### src/rtl/fft_pkg.sv
// Shared FFT definitions: SFP word width, frame geometry, index bit reversal
// and the write/read state encodings used by the reorder stage.
package fft_pkg;

  localparam int NB   = 16;
  localparam int N    = 32;
  localparam int LOGN = 5;

  typedef logic [NB-1:0] sfp_t;

  typedef enum logic {
    IDLE,
    WRITE
  } wr_state_e;

  typedef enum logic {
    RIDLE,
    READ
  } rd_state_e;

  function automatic logic [LOGN-1:0] bitrev5(input logic [LOGN-1:0] a);
    logic [LOGN-1:0] r;
    for (int i = 0; i < LOGN; i++) begin
      r[i] = a[LOGN-1-i];
    end
    return r;
  endfunction

endpackage

### src/rtl/fft32_digit_reorder_bank.sv
// One 32-entry bank: synchronous write port and a registered read port whose
// output register resets to zero so the stage outputs read 0 out of reset.
module reorder_bank #(
  parameter int W  = 32,
  parameter int AW = 5
) (
  input  logic          CLK,
  input  logic          RST,
  input  logic          we,
  input  logic [AW-1:0] waddr,
  input  logic [W-1:0]  wdata,
  input  logic          re,
  input  logic [AW-1:0] raddr,
  output logic [W-1:0]  rdata
);

  logic [W-1:0] mem [2**AW];

  always_ff @(posedge CLK) begin
    if (we) begin
      mem[waddr] <= wdata;
    end
  end

  // Only the read register is reset; the array contents are left as they are.
  always_ff @(posedge CLK or negedge RST) begin
    if (!RST) begin
      rdata <= '0;
    end else if (re) begin
      rdata <= mem[raddr];
    end
  end

endmodule

### src/rtl/fft32_digit_reorder.sv
// Ping-pong reorder stage: frames arrive in bit-reversed order and are
// re-emitted in natural order, one bank written while the other is read.
module fft32_digit_reorder #(
  parameter int NB = fft_pkg::NB,
  parameter int N  = fft_pkg::N
) (
  input  logic          CLK,
  input  logic          RST,
  input  logic          START_I,
  input  logic [NB-1:0] DR,
  input  logic [NB-1:0] DI,
  output logic [NB-1:0] OR,
  output logic [NB-1:0] OI,
  output logic          RDY_O,
  output logic          VLD_O
);

  import fft_pkg::*;

  localparam logic [LOGN-1:0] LAST = LOGN'(N - 1);

  wr_state_e       ws, ws_nxt;
  logic [LOGN-1:0] wcnt, wcnt_nxt;
  logic            wb, wb_nxt;
  logic            we, handoff;

  rd_state_e       rs, rs_nxt;
  logic [LOGN-1:0] rcnt, rcnt_nxt;
  logic            rbank, rbank_nxt;
  logic            re;
  logic            rsel;

  logic [2*NB-1:0] rdata0, rdata1;

  always_ff @(posedge CLK or negedge RST) begin
    if (!RST) begin
      ws   <= IDLE;
      wcnt <= '0;
      wb   <= 1'b0;
    end else begin
      ws   <= ws_nxt;
      wcnt <= wcnt_nxt;
      wb   <= wb_nxt;
    end
  end

  // A start during a partial frame restarts it in place; a start on the last
  // sample chains straight into the other bank.
  always_comb begin
    ws_nxt   = ws;
    wcnt_nxt = wcnt;
    wb_nxt   = wb;
    we       = 1'b0;
    handoff  = 1'b0;
    case (ws)
      IDLE: begin
        if (START_I) begin
          ws_nxt   = WRITE;
          wcnt_nxt = '0;
        end
      end
      WRITE: begin
        if (wcnt == LAST) begin
          we       = 1'b1;
          handoff  = 1'b1;
          wb_nxt   = ~wb;
          wcnt_nxt = '0;
          ws_nxt   = START_I ? WRITE : IDLE;
        end else if (START_I) begin
          wcnt_nxt = '0;
        end else begin
          we       = 1'b1;
          wcnt_nxt = wcnt + LOGN'(1);
        end
      end
      default: ws_nxt = IDLE;
    endcase
  end

  always_ff @(posedge CLK or negedge RST) begin
    if (!RST) begin
      rs    <= RIDLE;
      rcnt  <= '0;
      rbank <= 1'b0;
      rsel  <= 1'b0;
      RDY_O <= 1'b0;
      VLD_O <= 1'b0;
    end else begin
      rs    <= rs_nxt;
      rcnt  <= rcnt_nxt;
      rbank <= rbank_nxt;
      RDY_O <= handoff;
      VLD_O <= re;
      if (re) begin
        rsel <= rbank;
      end
    end
  end

  // A handoff may coincide with the final read of the previous frame, so it
  // takes priority over returning to idle.
  always_comb begin
    rs_nxt    = rs;
    rcnt_nxt  = rcnt;
    rbank_nxt = rbank;
    re        = 1'b0;
    if (rs == READ) begin
      re       = 1'b1;
      rcnt_nxt = rcnt + LOGN'(1);
      if (rcnt == LAST) begin
        rs_nxt = RIDLE;
      end
    end
    if (handoff) begin
      rs_nxt    = READ;
      rcnt_nxt  = '0;
      rbank_nxt = wb;
    end
  end

  reorder_bank #(.W(2*NB), .AW(LOGN)) u_bank0 (
    .CLK   (CLK),
    .RST   (RST),
    .we    (we & ~wb),
    .waddr (bitrev5(wcnt)),
    .wdata ({DR, DI}),
    .re    (re & ~rbank),
    .raddr (rcnt),
    .rdata (rdata0)
  );

  reorder_bank #(.W(2*NB), .AW(LOGN)) u_bank1 (
    .CLK   (CLK),
    .RST   (RST),
    .we    (we & wb),
    .waddr (bitrev5(wcnt)),
    .wdata ({DR, DI}),
    .re    (re & rbank),
    .raddr (rcnt),
    .rdata (rdata1)
  );

  assign OR = rsel ? rdata1[2*NB-1:NB] : rdata0[2*NB-1:NB];
  assign OI = rsel ? rdata1[NB-1:0]    : rdata0[NB-1:0];

endmodule

### config.mk
export PLATFORM = sky130hd
export DESIGN_NAME = fft32_digit_reorder
export DESIGN_NICKNAME = d
export VERILOG_FILES = /design/src/rtl/fft_pkg.sv /design/src/rtl/fft32_digit_reorder_bank.sv /design/src/rtl/fft32_digit_reorder.sv
export SDC_FILE = /design/constraint.sdc
export NUM_CORES = 2
export LEC_CHECK = 0
export ABC_CLOCK_PERIOD_IN_PS = 4400
export BUFFER_PORTS_ARGS = -buffer_cell sky130_fd_sc_hd__clkbuf_2
export CORE_UTILIZATION = 55
export DETAILED_ROUTE_END_ITERATION = 6
export GPL_TIMING_DRIVEN = 0
export PLACE_DENSITY = 0.71
export SLEW_MARGIN = 20
export SYNTH_ARGS = -nofsm -noshare
export SYNTH_HDL_FRONTEND = slang
export SYNTH_SLANG_ARGS = --single-unit
### constraint.sdc
create_clock -name CLK -period 4.4 [get_ports CLK]
set_input_delay 0 -clock CLK [delete_from_list [all_inputs] [get_ports CLK]]
set_output_delay 0 -clock CLK [all_outputs]
set_load 0.005 [all_outputs]
==> impl_metrics.json <==
{
  "ys.flop_type": "edfxtp_1",
  "finalHoldViolCount": 0,
  "drc_errors": 0,
  "synth_compound_area_frac": 0.0322,
  "grt_pass1_wl_um": 313000,
  "timing.hold.ws_ns": 0.0493,
  "crit_path_end_kind": "register",
  "synth_fa_ha_area_frac": 0.00138,
  "dieArea_mm2": 0.150,
  "grt_usage": 0.304,
  "first_pass_iters": 6,
  "synth_top_area_frac": 0.755,
  "drive_above_1_share": 0.262,
  "cts_sinks": 2129,
  "cts.path.max_buffers": 3,
  "hold_class": "in -> reg",
  "synth_edf_count": 2048,
  "num_rows": 140,
  "cp.arrival_ns": 4.47,
  "netlist_instances": 3671,
  "placed_area_mm2": 0.0873,
  "yosysWarnings": 0,
  "cp_max_fo": 19,
  "min_period_ns": 3.95,
  "status": "finished clean",
  "netlist_top_cells_area": "edfxtp_1 76%, mux4_2 12%, mux2i_1 3.6%",
  "fmax_mhz": 253,
  "nFillCells": 9311,
  "grt_pass1_vias": 40300,
  "ys_types": 46,
  "synthArstFlopShare": 0.0380,
  "synth_nets": 3715,
  "antenna_found_initial": 7,
  "vias": 41700,
  "ant_nets": 0,
  "rsz0062_at_grt": "false",
  "synth.cell_area_mm2": 0.0814,
  "power.leakage_nw": 29.9,
  "ios": 69,
  "synthTopCellsByCount": "2048 x edfxtp_1, 429 x mux4_2, 294 x mux2i_1",
  "yosysSeqAreaShare": 0.780,
  "synthMuxAreaShare": 0.161,
  "routed_wl_um": 226000,
  "postLayoutCoreUtil": 0.644,
  "clockRootBuffer": "clkbuf_16",
  "peakVddDrop_mv": 0.560,
  "initial_core_util": 0.557,
  "critPathRequiredTime_ns": 4.92,
  "vias_per_cell": 6.76,
  "drv_slew": 0,
  "synth_top_family_by_area": "multiplexers",
  "routedWlPerCell_um": 36.6,
  "drv_cap": 0,
  "yosys.area.top_type": "edfxtp_1",
  "fin_cells": 6175,
  "syn_area_per_cell_um2": 22.2,
  "synth-xor-area-share": 0.000430,
  "yosysMostFrequentCell": "edfxtp_1",
  "post-place-ws_ns": 0.651,
  "worst_pin_slew_ns": 1.22,
  "grt_max_degree": 67,
  "skew_ns": 0.0391,
  "finalSetupViolCount": 0,
  "cts_tree": "done",
  "core_mm2": 0.146,
  "clk_latency_ns": 0.85,
  "cp-start-kind": "register",
  "synth-simple-area-share": 0.0118,
  "gr-total-overflow": 0,
  "h-tree-depth": 4,
  "drtIter0Drc": 6661,
  "die_x_um": 387,
  "path_class": "reg -> reg",
  "area_growth_pct": 15.6,
  "r2r_slack_ns": 0.45,
  "cts-resized-gates": 0,
  "p_per_area_mw_per_mm2": 557,
  "io_buffers": 68,
  "setup_slack_ns": 0.449,
  "cts-buffers-inserted": 202,
  "clk_pin_slew_worst_paths_ns": 0.06,
  "slew_headroom": 0.190,
  "final_cell_area_mm2": 0.0941,
  "dpl.hpwl_um": 148000,
  "gp_congestion": 0.973,
  "die_y_um": 387,
  "place_inst": 5762,
  "nets": 4128,
  "fin_crit_sh": 0.898,
  "synth-seq-cells": 2129
}
==> placed cells by master (no fill, tap or decap), drive strengths merged, types with 22 or more instances in the layout <==
cell            n
o2111ai        26
o221a          26
o22ai          54
nor2          105
clkinv         66
clkbuf        453
buf           220
a211o          27
o22a           27
o31ai          31
edfxtp       2048
dlygate4sd3    35
mux2           45
mux4          429
mux2i         294
a2111oi        22
dfrtp          81
nand2          77
a22o           62
==> final cells by class <==
class	instances	area [µm²]	area share
sequential	2129	63500	0.675
multi-input combinational	1320	17300	0.184
clock buffer	284	5690	0.0605
timing repair buffer	209	3300	0.0350
tap	1917	2400	0.0255
buffer	215	1060	0.0113
clock inverter	92	826	0.00877
inverter	7	26.3	0.000279
antenna	2	5.00	0.0000532
==> registers in the layout, summed over array words and instances (netlist names) <==
register,flops
u_bank0.mem,1024
u_bank0.rdata,32
VLD_O,1
rsel,1
rbank,1
RDY_O,1
wcnt,5
rs,1
u_bank1.rdata,32
ws,1
rcnt,5
u_bank1.mem,1024
wb,1
==> metrics by stage <==
step | power, W | setup TNS, ns
2_1_floorplan | 0.0306 | 0
3_3_place_gp | 0.0352 | -1849.52
3_5_place_dp | 0.0354 | 0
4_1_cts | 0.0523 | 0
5_1_grt | 0.0537 | 0
6_report | 0.0525 | 0
==> path summary, 6_finish.rpt <==
path                       depth (start not counted)                   to     from
max in group asynchronous                          4    u_bank1.rdata[26]      RST
setup reg to reg                                   9   u_bank0.mem[26][7]  wcnt[3]
setup / recovery                                   9   u_bank0.mem[26][7]  wcnt[3]
min in group asynchronous                          3     u_bank0.rdata[2]      RST
hold reg to reg                                    0                VLD_O       rs
hold / removal                                     2  u_bank1.mem[29][21]    DR[5]
==> layer usage <==
layer	vias up	track usage	routed length [µm]
met5	-	0	25
met3	447	0.0725	29200
met1	22000	0.442	85500
met2	2924	0.450	102000
met4	4	0.116	9640
li1	16400	-	-
==> kinds of logic after synthesis <==
logic type      after synthesis
compound gates              314
flops                      2129
xor+xnor                      4
mux                         768
simple gates                225
fa+ha+maj                     9
buf+inv                     222
==> worst max-delay path: stages (launching register included) <==
cell      delay, ns
dfrtp_1        0.33
clkbuf_1       0.33
and3_1         0.22
ha_1           0.23
nand2b_1       0.14
nand3b_1       0.18
or3b_2         0.51
clkbuf_1       0.50
nor2_4         0.86
buf_12         0.28
==> what timing repair did <==
action | in CTS | in global routing
buffers inserted | 0 | 0
endpoints found under the setup margin | 0 | 0
hold buffers | 35 | 0
endpoints found under the hold margin | 1978 | 0
==> where the power goes <==
| group | leakage, nW | internal [W] | switching [W] | total, W |
|---|---|---|---|---|
| sequential | 19.5 | 0.0224 | 0.000175 | 0.0226 |
| clock | 3.18 | 0.00981 | 0.00738 | 0.0172 |
| combinational | 7.26 | 0.00515 | 0.00752 | 0.0127 |
No activity file was read; power rests on OpenSTA's default activity.
